### config.mk
export PLATFORM = sky130hd
export DESIGN_NAME = adxl362_spi_slave
export DESIGN_NICKNAME = d
export VERILOG_FILES = /design/src/rtl/adxl362_spi_slave.sv
export SDC_FILE = /design/constraint.sdc
export NUM_CORES = 1
export LEC_CHECK = 0
export ABC_AREA = 0
export BUFFER_PORTS_ARGS = -buffer_cell sky130_fd_sc_hd__buf_2
export CORE_ASPECT_RATIO = 0.6
export CORE_UTILIZATION = 45
export CTS_BUF_LIST = sky130_fd_sc_hd__clkbuf_8
export DETAILED_ROUTE_END_ITERATION = 6
export PLACE_DENSITY = 0.66
export SLEW_MARGIN = 20
export SYNTH_ARGS = -nofsm -noshare
export SYNTH_HDL_FRONTEND = slang
export SYNTH_SLANG_ARGS = --single-unit
### constraint.sdc
create_clock -name iclk -period 10.7 [get_ports iclk]
set_input_delay 2.675 -clock iclk [delete_from_list [all_inputs] [get_ports iclk]]
set_output_delay 2.675 -clock iclk [all_outputs]
set_load 0.01 [all_outputs]
### src/rtl/adxl362_spi_slave.sv
// adxl362_spi_slave
// SPI mode-0 responder that emulates the ADXL362 register interface.
// SCLK/CS/MOSI are oversampled on iclk through 2-flop synchronizers and
// decoded into READ (0x0B) / WRITE (0x0A) commands with auto-incrementing
// 8-bit addresses. X/Y reads come from a snapshot taken at CS fall.
//
// Ports:
//   iclk          system clock
//   rst           asynchronous active-high reset
//   sclk/cs/mosi  SPI pins from the master (asynchronous to iclk)
//   miso          SPI slave-out data (registered)
//   x_sample      {X_H, X_L}, latched into the shadow on sample_valid
//   y_sample      {Y_H, Y_L}, latched into the shadow on sample_valid
//   sample_valid  one-cycle load strobe for the shadow registers
//   power_ctl     POWER_CTL register (0x2D)
//   soft_reset    one-cycle pulse when 0x52 is written to 0x1F
//   busy          synchronized CS asserted
//   frame_done    one-cycle pulse at CS rise after >= 1 complete data byte
module adxl362_spi_slave #(
    parameter logic [7:0] DEVID_AD  = 8'hAD,
    parameter logic [7:0] DEVID_MST = 8'h1D,
    parameter logic [7:0] PARTID    = 8'hF2
) (
    input  logic        iclk,
    input  logic        rst,
    input  logic        sclk,
    input  logic        cs,
    input  logic        mosi,
    output logic        miso,
    input  logic [15:0] x_sample,
    input  logic [15:0] y_sample,
    input  logic        sample_valid,
    output logic [7:0]  power_ctl,
    output logic        soft_reset,
    output logic        busy,
    output logic        frame_done
);

    typedef enum logic [2:0] {
        ST_IDLE   = 3'd0,
        ST_CMD    = 3'd1,
        ST_ADDR   = 3'd2,
        ST_RDATA  = 3'd3,
        ST_WDATA  = 3'd4,
        ST_IGNORE = 3'd5
    } state_t;

    localparam logic [7:0] CMD_WRITE   = 8'h0A;
    localparam logic [7:0] CMD_READ    = 8'h0B;
    localparam logic [7:0] ADDR_SRST   = 8'h1F;
    localparam logic [7:0] ADDR_PWRCTL = 8'h2D;
    localparam logic [7:0] SRST_KEY    = 8'h52;

    logic [1:0]  sclk_sync_r;
    logic [1:0]  cs_sync_r;
    logic [1:0]  mosi_sync_r;
    logic        sclk_prev_r;
    logic        cs_prev_r;
    logic        cs_seen_r;

    state_t      state_r;
    logic [2:0]  bit_cnt_r;
    logic [7:0]  shift_r;
    logic [7:0]  tx_r;
    logic [7:0]  addr_r;
    logic        is_read_r;
    logic        data_byte_r;
    logic [15:0] shadow_x_r;
    logic [15:0] shadow_y_r;
    logic [15:0] snap_x_r;
    logic [15:0] snap_y_r;
    logic        miso_r;
    logic [7:0]  power_ctl_r;
    logic        soft_reset_r;
    logic        busy_r;
    logic        frame_done_r;

    logic        sclk_s;
    logic        cs_s;
    logic        mosi_s;
    logic        sclk_rise_s;
    logic        sclk_fall_s;
    logic        cs_rise_s;
    logic        cs_fall_s;
    logic [7:0]  rx_byte_s;
    logic [7:0]  rd_byte_s;

    // Register map as seen by a read at address a.
    function automatic logic [7:0] reg_read(input logic [7:0]  a,
                                            input logic [15:0] sx,
                                            input logic [15:0] sy,
                                            input logic [7:0]  pc);
        case (a)
            8'h00:       reg_read = DEVID_AD;
            8'h01:       reg_read = DEVID_MST;
            8'h02:       reg_read = PARTID;
            8'h0E:       reg_read = sx[7:0];
            8'h0F:       reg_read = sx[15:8];
            8'h10:       reg_read = sy[7:0];
            8'h11:       reg_read = sy[15:8];
            ADDR_PWRCTL: reg_read = pc;
            default:     reg_read = 8'h00;
        endcase
    endfunction

    assign sclk_s      = sclk_sync_r[1];
    assign cs_s        = cs_sync_r[1];
    assign mosi_s      = mosi_sync_r[1];
    assign sclk_rise_s = ~sclk_prev_r & sclk_s;
    assign sclk_fall_s = sclk_prev_r & ~sclk_s;
    assign cs_rise_s   = ~cs_prev_r & cs_s;
    assign cs_fall_s   = cs_prev_r & ~cs_s;
    assign rx_byte_s   = {shift_r[6:0], mosi_s};
    assign rd_byte_s   = reg_read(addr_r, snap_x_r, snap_y_r, power_ctl_r);

    assign miso       = miso_r;
    assign power_ctl  = power_ctl_r;
    assign soft_reset = soft_reset_r;
    assign busy       = busy_r;
    assign frame_done = frame_done_r;

    // Pin synchronizers and previous-value flops for edge detection.
    // CS resets to "low" so a frame cut by reset only restarts after CS has
    // been seen high again; only a genuine high->low counts as a new frame.
    always_ff @(posedge iclk or posedge rst) begin
        if (rst) begin
            sclk_sync_r <= 2'b00;
            cs_sync_r   <= 2'b00;
            mosi_sync_r <= 2'b00;
            sclk_prev_r <= 1'b0;
            cs_prev_r   <= 1'b0;
        end else begin
            sclk_sync_r <= {sclk_sync_r[0], sclk};
            cs_sync_r   <= {cs_sync_r[0], cs};
            mosi_sync_r <= {mosi_sync_r[0], mosi};
            sclk_prev_r <= sclk_s;
            cs_prev_r   <= cs_s;
        end
    end

    // Protocol FSM, register file, sample shadow/snapshot and status outputs.
    always_ff @(posedge iclk or posedge rst) begin
        if (rst) begin
            state_r      <= ST_IDLE;
            bit_cnt_r    <= 3'd0;
            shift_r      <= 8'h00;
            tx_r         <= 8'h00;
            addr_r       <= 8'h00;
            is_read_r    <= 1'b0;
            data_byte_r  <= 1'b0;
            shadow_x_r   <= 16'h0000;
            shadow_y_r   <= 16'h0000;
            snap_x_r     <= 16'h0000;
            snap_y_r     <= 16'h0000;
            miso_r       <= 1'b0;
            power_ctl_r  <= 8'h00;
            soft_reset_r <= 1'b0;
            busy_r       <= 1'b0;
            frame_done_r <= 1'b0;
            cs_seen_r    <= 1'b0;
        end else begin
            soft_reset_r <= 1'b0;
            frame_done_r <= 1'b0;
            // busy stays low after reset until CS has genuinely been high
            busy_r       <= ~cs_s & cs_seen_r;
            if (cs_s) begin
                cs_seen_r <= 1'b1;
            end
            if (sample_valid) begin
                shadow_x_r <= x_sample;
                shadow_y_r <= y_sample;
            end

            if (cs_rise_s) begin
                state_r      <= ST_IDLE;
                miso_r       <= 1'b0;
                frame_done_r <= data_byte_r;
                data_byte_r  <= 1'b0;
            end else begin
                case (state_r)
                    ST_IDLE: begin
                        if (cs_fall_s) begin
                            state_r     <= ST_CMD;
                            bit_cnt_r   <= 3'd0;
                            data_byte_r <= 1'b0;
                            miso_r      <= 1'b0;
                            // nonblocking: a same-cycle sample_valid only reaches the shadow
                            snap_x_r    <= shadow_x_r;
                            snap_y_r    <= shadow_y_r;
                        end
                    end
                    ST_CMD: begin
                        if (sclk_rise_s) begin
                            shift_r   <= rx_byte_s;
                            bit_cnt_r <= bit_cnt_r + 3'd1;
                            if (bit_cnt_r == 3'd7) begin
                                if (rx_byte_s == CMD_READ) begin
                                    is_read_r <= 1'b1;
                                    state_r   <= ST_ADDR;
                                end else if (rx_byte_s == CMD_WRITE) begin
                                    is_read_r <= 1'b0;
                                    state_r   <= ST_ADDR;
                                end else begin
                                    state_r   <= ST_IGNORE;
                                end
                            end
                        end
                    end
                    ST_ADDR: begin
                        if (sclk_rise_s) begin
                            shift_r   <= rx_byte_s;
                            bit_cnt_r <= bit_cnt_r + 3'd1;
                            if (bit_cnt_r == 3'd7) begin
                                addr_r  <= rx_byte_s;
                                state_r <= is_read_r ? ST_RDATA : ST_WDATA;
                            end
                        end
                    end
                    ST_RDATA: begin
                        // bit_cnt_r counts rises, so it is 0 on the fall that starts a byte
                        if (sclk_fall_s) begin
                            if (bit_cnt_r == 3'd0) begin
                                tx_r   <= rd_byte_s;
                                miso_r <= rd_byte_s[7];
                                addr_r <= addr_r + 8'd1;
                            end else begin
                                tx_r   <= {tx_r[6:0], 1'b0};
                                miso_r <= tx_r[6];
                            end
                        end else if (sclk_rise_s) begin
                            bit_cnt_r <= bit_cnt_r + 3'd1;
                            if (bit_cnt_r == 3'd7) begin
                                data_byte_r <= 1'b1;
                            end
                        end
                    end
                    ST_WDATA: begin
                        if (sclk_rise_s) begin
                            shift_r   <= rx_byte_s;
                            bit_cnt_r <= bit_cnt_r + 3'd1;
                            if (bit_cnt_r == 3'd7) begin
                                data_byte_r <= 1'b1;
                                addr_r      <= addr_r + 8'd1;
                                if (addr_r == ADDR_PWRCTL) begin
                                    power_ctl_r <= rx_byte_s;
                                end else if ((addr_r == ADDR_SRST) && (rx_byte_s == SRST_KEY)) begin
                                    power_ctl_r  <= 8'h00;
                                    soft_reset_r <= 1'b1;
                                end
                            end
                        end
                    end
                    ST_IGNORE: begin
                        miso_r <= 1'b0;
                    end
                    default: begin
                        state_r <= ST_IDLE;
                        miso_r  <= 1'b0;
                    end
                endcase
            end
        end
    end

endmodule
==> impl_metrics.json <==
{
  "cp_slowest_cell": "dfrtp_1",
  "tightest_slew_ns": 0.894,
  "reg2reg_depth": 5,
  "grt_pass1_wl_um": 19700,
  "crit_type": "reg -> out",
  "die-area_um2": 12600,
  "fillerInstances": 1044,
  "use_met1_pct": 31.7,
  "synth_warnings": 0,
  "avgRoutedWirePerCell_um": 17.3,
  "hold_depth": 0,
  "area_delta_synth_final_pct": 12.5,
  "routed_wirelength_um": 11900,
  "start_util_pct": 47.2,
  "gp_congestion": 0.936,
  "clk_transition_reported_paths_ns": 0.07,
  "min_period_over_period_pct": 34.6,
  "skew_ns": 0.0114,
  "syn_area_per_cell_um2": 11.4,
  "crit_family": "flip-flops",
  "cap_violations": 0,
  "slew_viol_final": 0,
  "multi_input_area_um2": 2360,
  "worst_hold_path.endpoint": "cs_sync_r[1]",
  "die_height_um": 87.3,
  "avgViaCountPerCell": 5.59,
  "rsz0062_at_grt": "no",
  "fmaxAchievable_mhz": 270,
  "io_buffers": 49,
  "grt.met3_usage_pct": 5.06,
  "p_clk_share_pct": 30.0,
  "hold_violations": 0,
  "swShare_pct": 31.5,
  "power.density_nw_per_um2": 221,
  "dr.pass1.iters": 5,
  "post-route-util_pct": 53.1,
  "synthSimpleGateAreaFrac_pct": 12.2,
  "relSlewSlack_pct": 40.2,
  "arrival_ns": 1.03,
  "drive_above_1_share_pct": 30.4,
  "p_int_mw": 0.929,
  "critPathBufInv": 1,
  "synth_compound_area_share_pct": 12.4,
  "path_cells": "buf_2",
  "hold_class": "reg -> reg",
  "synth-seq-cells": 115,
  "core-area_um2": 11600,
  "switching_power_mw": 0.427,
  "cts_resized": 0,
  "synth_top_family_by_area": "multiplexers",
  "route.detailed.drc": 0,
  "rows": 30,
  "drtIter0Drc": 299,
  "cts_max_path_buffers": 2,
  "worst_ir_drop_vdd_mv": 0.0876,
  "grt_util_met2_pct": 28.6,
  "dp_hpwl_um": 8480,
  "cts.sinks": 115,
  "required_ns": 8.03,
  "grt_start_max_net_pins": 72,
  "cts-hold-fix-buffers": 0,
  "ios": 50,
  "cp_slowest_stage_delay_ns": 0.44,
  "synth-edff-count": 0,
  "r2r_setup_slack_ns": 8.14,
  "cts_buffers": 17,
  "grt-busiest-layer": "met1",
  "synth.distinct_cells": 61,
  "r2r-end": "addr_r[5]",
  "hp-start": "cs_sync_r[0]",
  "die_width_um": 144,
  "synth_xor_xnor_area_share_pct": 0.321,
  "cts-root-buf": "clkbuf_8",
  "diodes": 0,
  "setup_tns_ns": 0,
  "seq_area_frac_synth_pct": 52.7,
  "synthAdderAreaFrac_pct": 2.29,
  "endpoint_kind": "output port",
  "status": "finished, final reports clean",
  "p_seq_share_pct": 46.4,
  "synthArstFlopShare_pct": 100,
  "synthFlopType": "dfrtp_1",
  "seqCellArea_um2": 2880,
  "post-cts-setup-buffer-count": 0,
  "fin_nets": 564,
  "cts_tree": "built",
  "post-route-min-period_ns": 3.71,
  "final-setup-viol-count": 0,
  "crit_path_max_fanout": 3,
  "r2r-start": "state_r[2]",
  "p_leak_nw": 2.74,
  "antenna_left": 0,
  "grt_pass1_vias": 3745,
  "htree_num_levels": 4,
  "gr-total-overflow": 0,
  "num_vias": 3837,
  "syn-num-nets": 526,
  "syn_inst": 478,
  "crit_path_start_kind": "register",
  "p_comb_share_pct": 23.6,
  "cp.depth": 1,
  "antenna_found_initial": 0,
  "clk_latency_ns": 0.42,
  "yosys-mux-area-fraction_pct": 15.9,
  "grt_usage_pct": 21.0,
  "netlist_area_um2": 5460
}
[final cells by class]
cell class,count,share of cell area [%]
Sequential cell,115,46.9
Tap cell,160,3.26
Multi-Input combinational cell,319,38.4
Clock buffer,19,4.26
Inverter,12,0.774
Clock inverter,11,2.24
Timing Repair Buffer,51,4.24
[synth_stat cells (3+ instances only)]
library cell	count	area, um2
dfrtp_1	115	2880
mux2_2	70	788
nand2_1	50	188
a21oi_1	20	100
nor2_1	20	75.1
o21ai_0	17	85.1
inv_1	12	45.0
nand3_1	11	55.1
ha_1	10	125
clkbuf_1	9	33.8
buf_2	8	40.0
o21ai_1	8	40.0
a22o_1	7	61.3
a22oi_1	7	52.6
mux2i_1	7	70.1
nand2b_1	7	43.8
nand4_1	7	43.8
buf_1	6	22.5
a211oi_1	5	37.5
buf_4	5	37.5
o221ai_1	5	43.8
o31ai_1	5	37.5
buf_6	4	45.0
nor2b_1	4	25.0
nor3_1	4	20.0
a21boi_0	3	22.5
a21o_1	3	22.5
a221oi_1	3	26.3
a32oi_1	3	26.3
and2_1	3	18.8
and2b_1	3	22.5
and3_1	3	18.8
[state kept, by name (all words and copies together), names as in the netlist, 7 cells and up]
register / count
shift_r: 7
addr_r: 8
snap_x_r: 16
tx_r: 7
shadow_y_r: 16
power_ctl: 8
snap_y_r: 16
shadow_x_r: 16
[cells by family (layout without fill, tap and decap cells)]
kind of cell    Yosys count  count (layout)
compound gates          100             100
xor+xnor                  2               2
fa+ha+maj                10              10
buf+inv                  44              93
flops                   115             115
mux                      78              78
simple gates            129             129
[how the worst max path moves through the flow]
stage                             from            end  slack, ns
after floorplan                    rst      addr_r[0]       4.98
after global placement             rst  shadow_y_r[0]       6.62
after detailed placement           rst  shadow_y_r[8]       6.57
after CTS                 power_ctl[3]   power_ctl[3]       6.97
after global routing               rst    snap_y_r[9]       6.82
final                     power_ctl[3]   power_ctl[3]       6.99
[placed cells by master (no fill, tap or decap), types with 4 or more instances in the layout]
cell,Yosys,final
a22o_1,7,7
o21ai_1,8,8
o21ai_0,17,17
a22oi_1,7,7
mux2i_1,7,7
nand2_1,50,50
a21oi_1,20,20
clkbuf_8,0,19
clkinv_2,0,4
o221ai_1,5,5
ha_1,10,10
a211oi_1,5,5
nor2_1,20,20
inv_1,12,12
nor3_1,4,4
nand3_1,11,11
mux2_2,70,70
dfrtp_1,115,115
o31ai_1,5,5
nand4_1,7,7
buf_2,8,49
nand2b_1,7,7
nor2b_1,4,4
[power by group through the flow]
stage | Clock [mW] | Sequential, mW | Combinational, mW
after floorplan | 0 | 0.586 | 0.278
after global routing | 0.437 | 0.643 | 0.354
after CTS | 0.415 | 0.628 | 0.319
after detailed placement | 0 | 0.634 | 0.317
final | 0.407 | 0.629 | 0.319
after global placement | 0 | 0.629 | 0.304
[layer usage]
layer,vias up,share of wire (%),routed length [um]
li1,1797,-,-
met1,1923,53,6320
met2,102,41,4830
met3,15,5.1,604
met4,0,1.3,160
met5,-,0,0
[stage by stage]
step	power, mW	hold slack (ns)	area (um2)	worst slack (ns)	instances
2_1_floorplan	0.863	0.331	5460	4.98	478
3_3_place_gp	0.933	0.334	5740	6.62	657
3_5_place_dp	0.951	0.336	5740	6.57	657
4_1_cts	1.36	0.351	6140	6.97	687
5_1_grt	1.43	0.361	6140	6.82	687
6_report	1.36	0.349	6140	6.99	687
No activity file was read; power rests on OpenSTA's default activity.
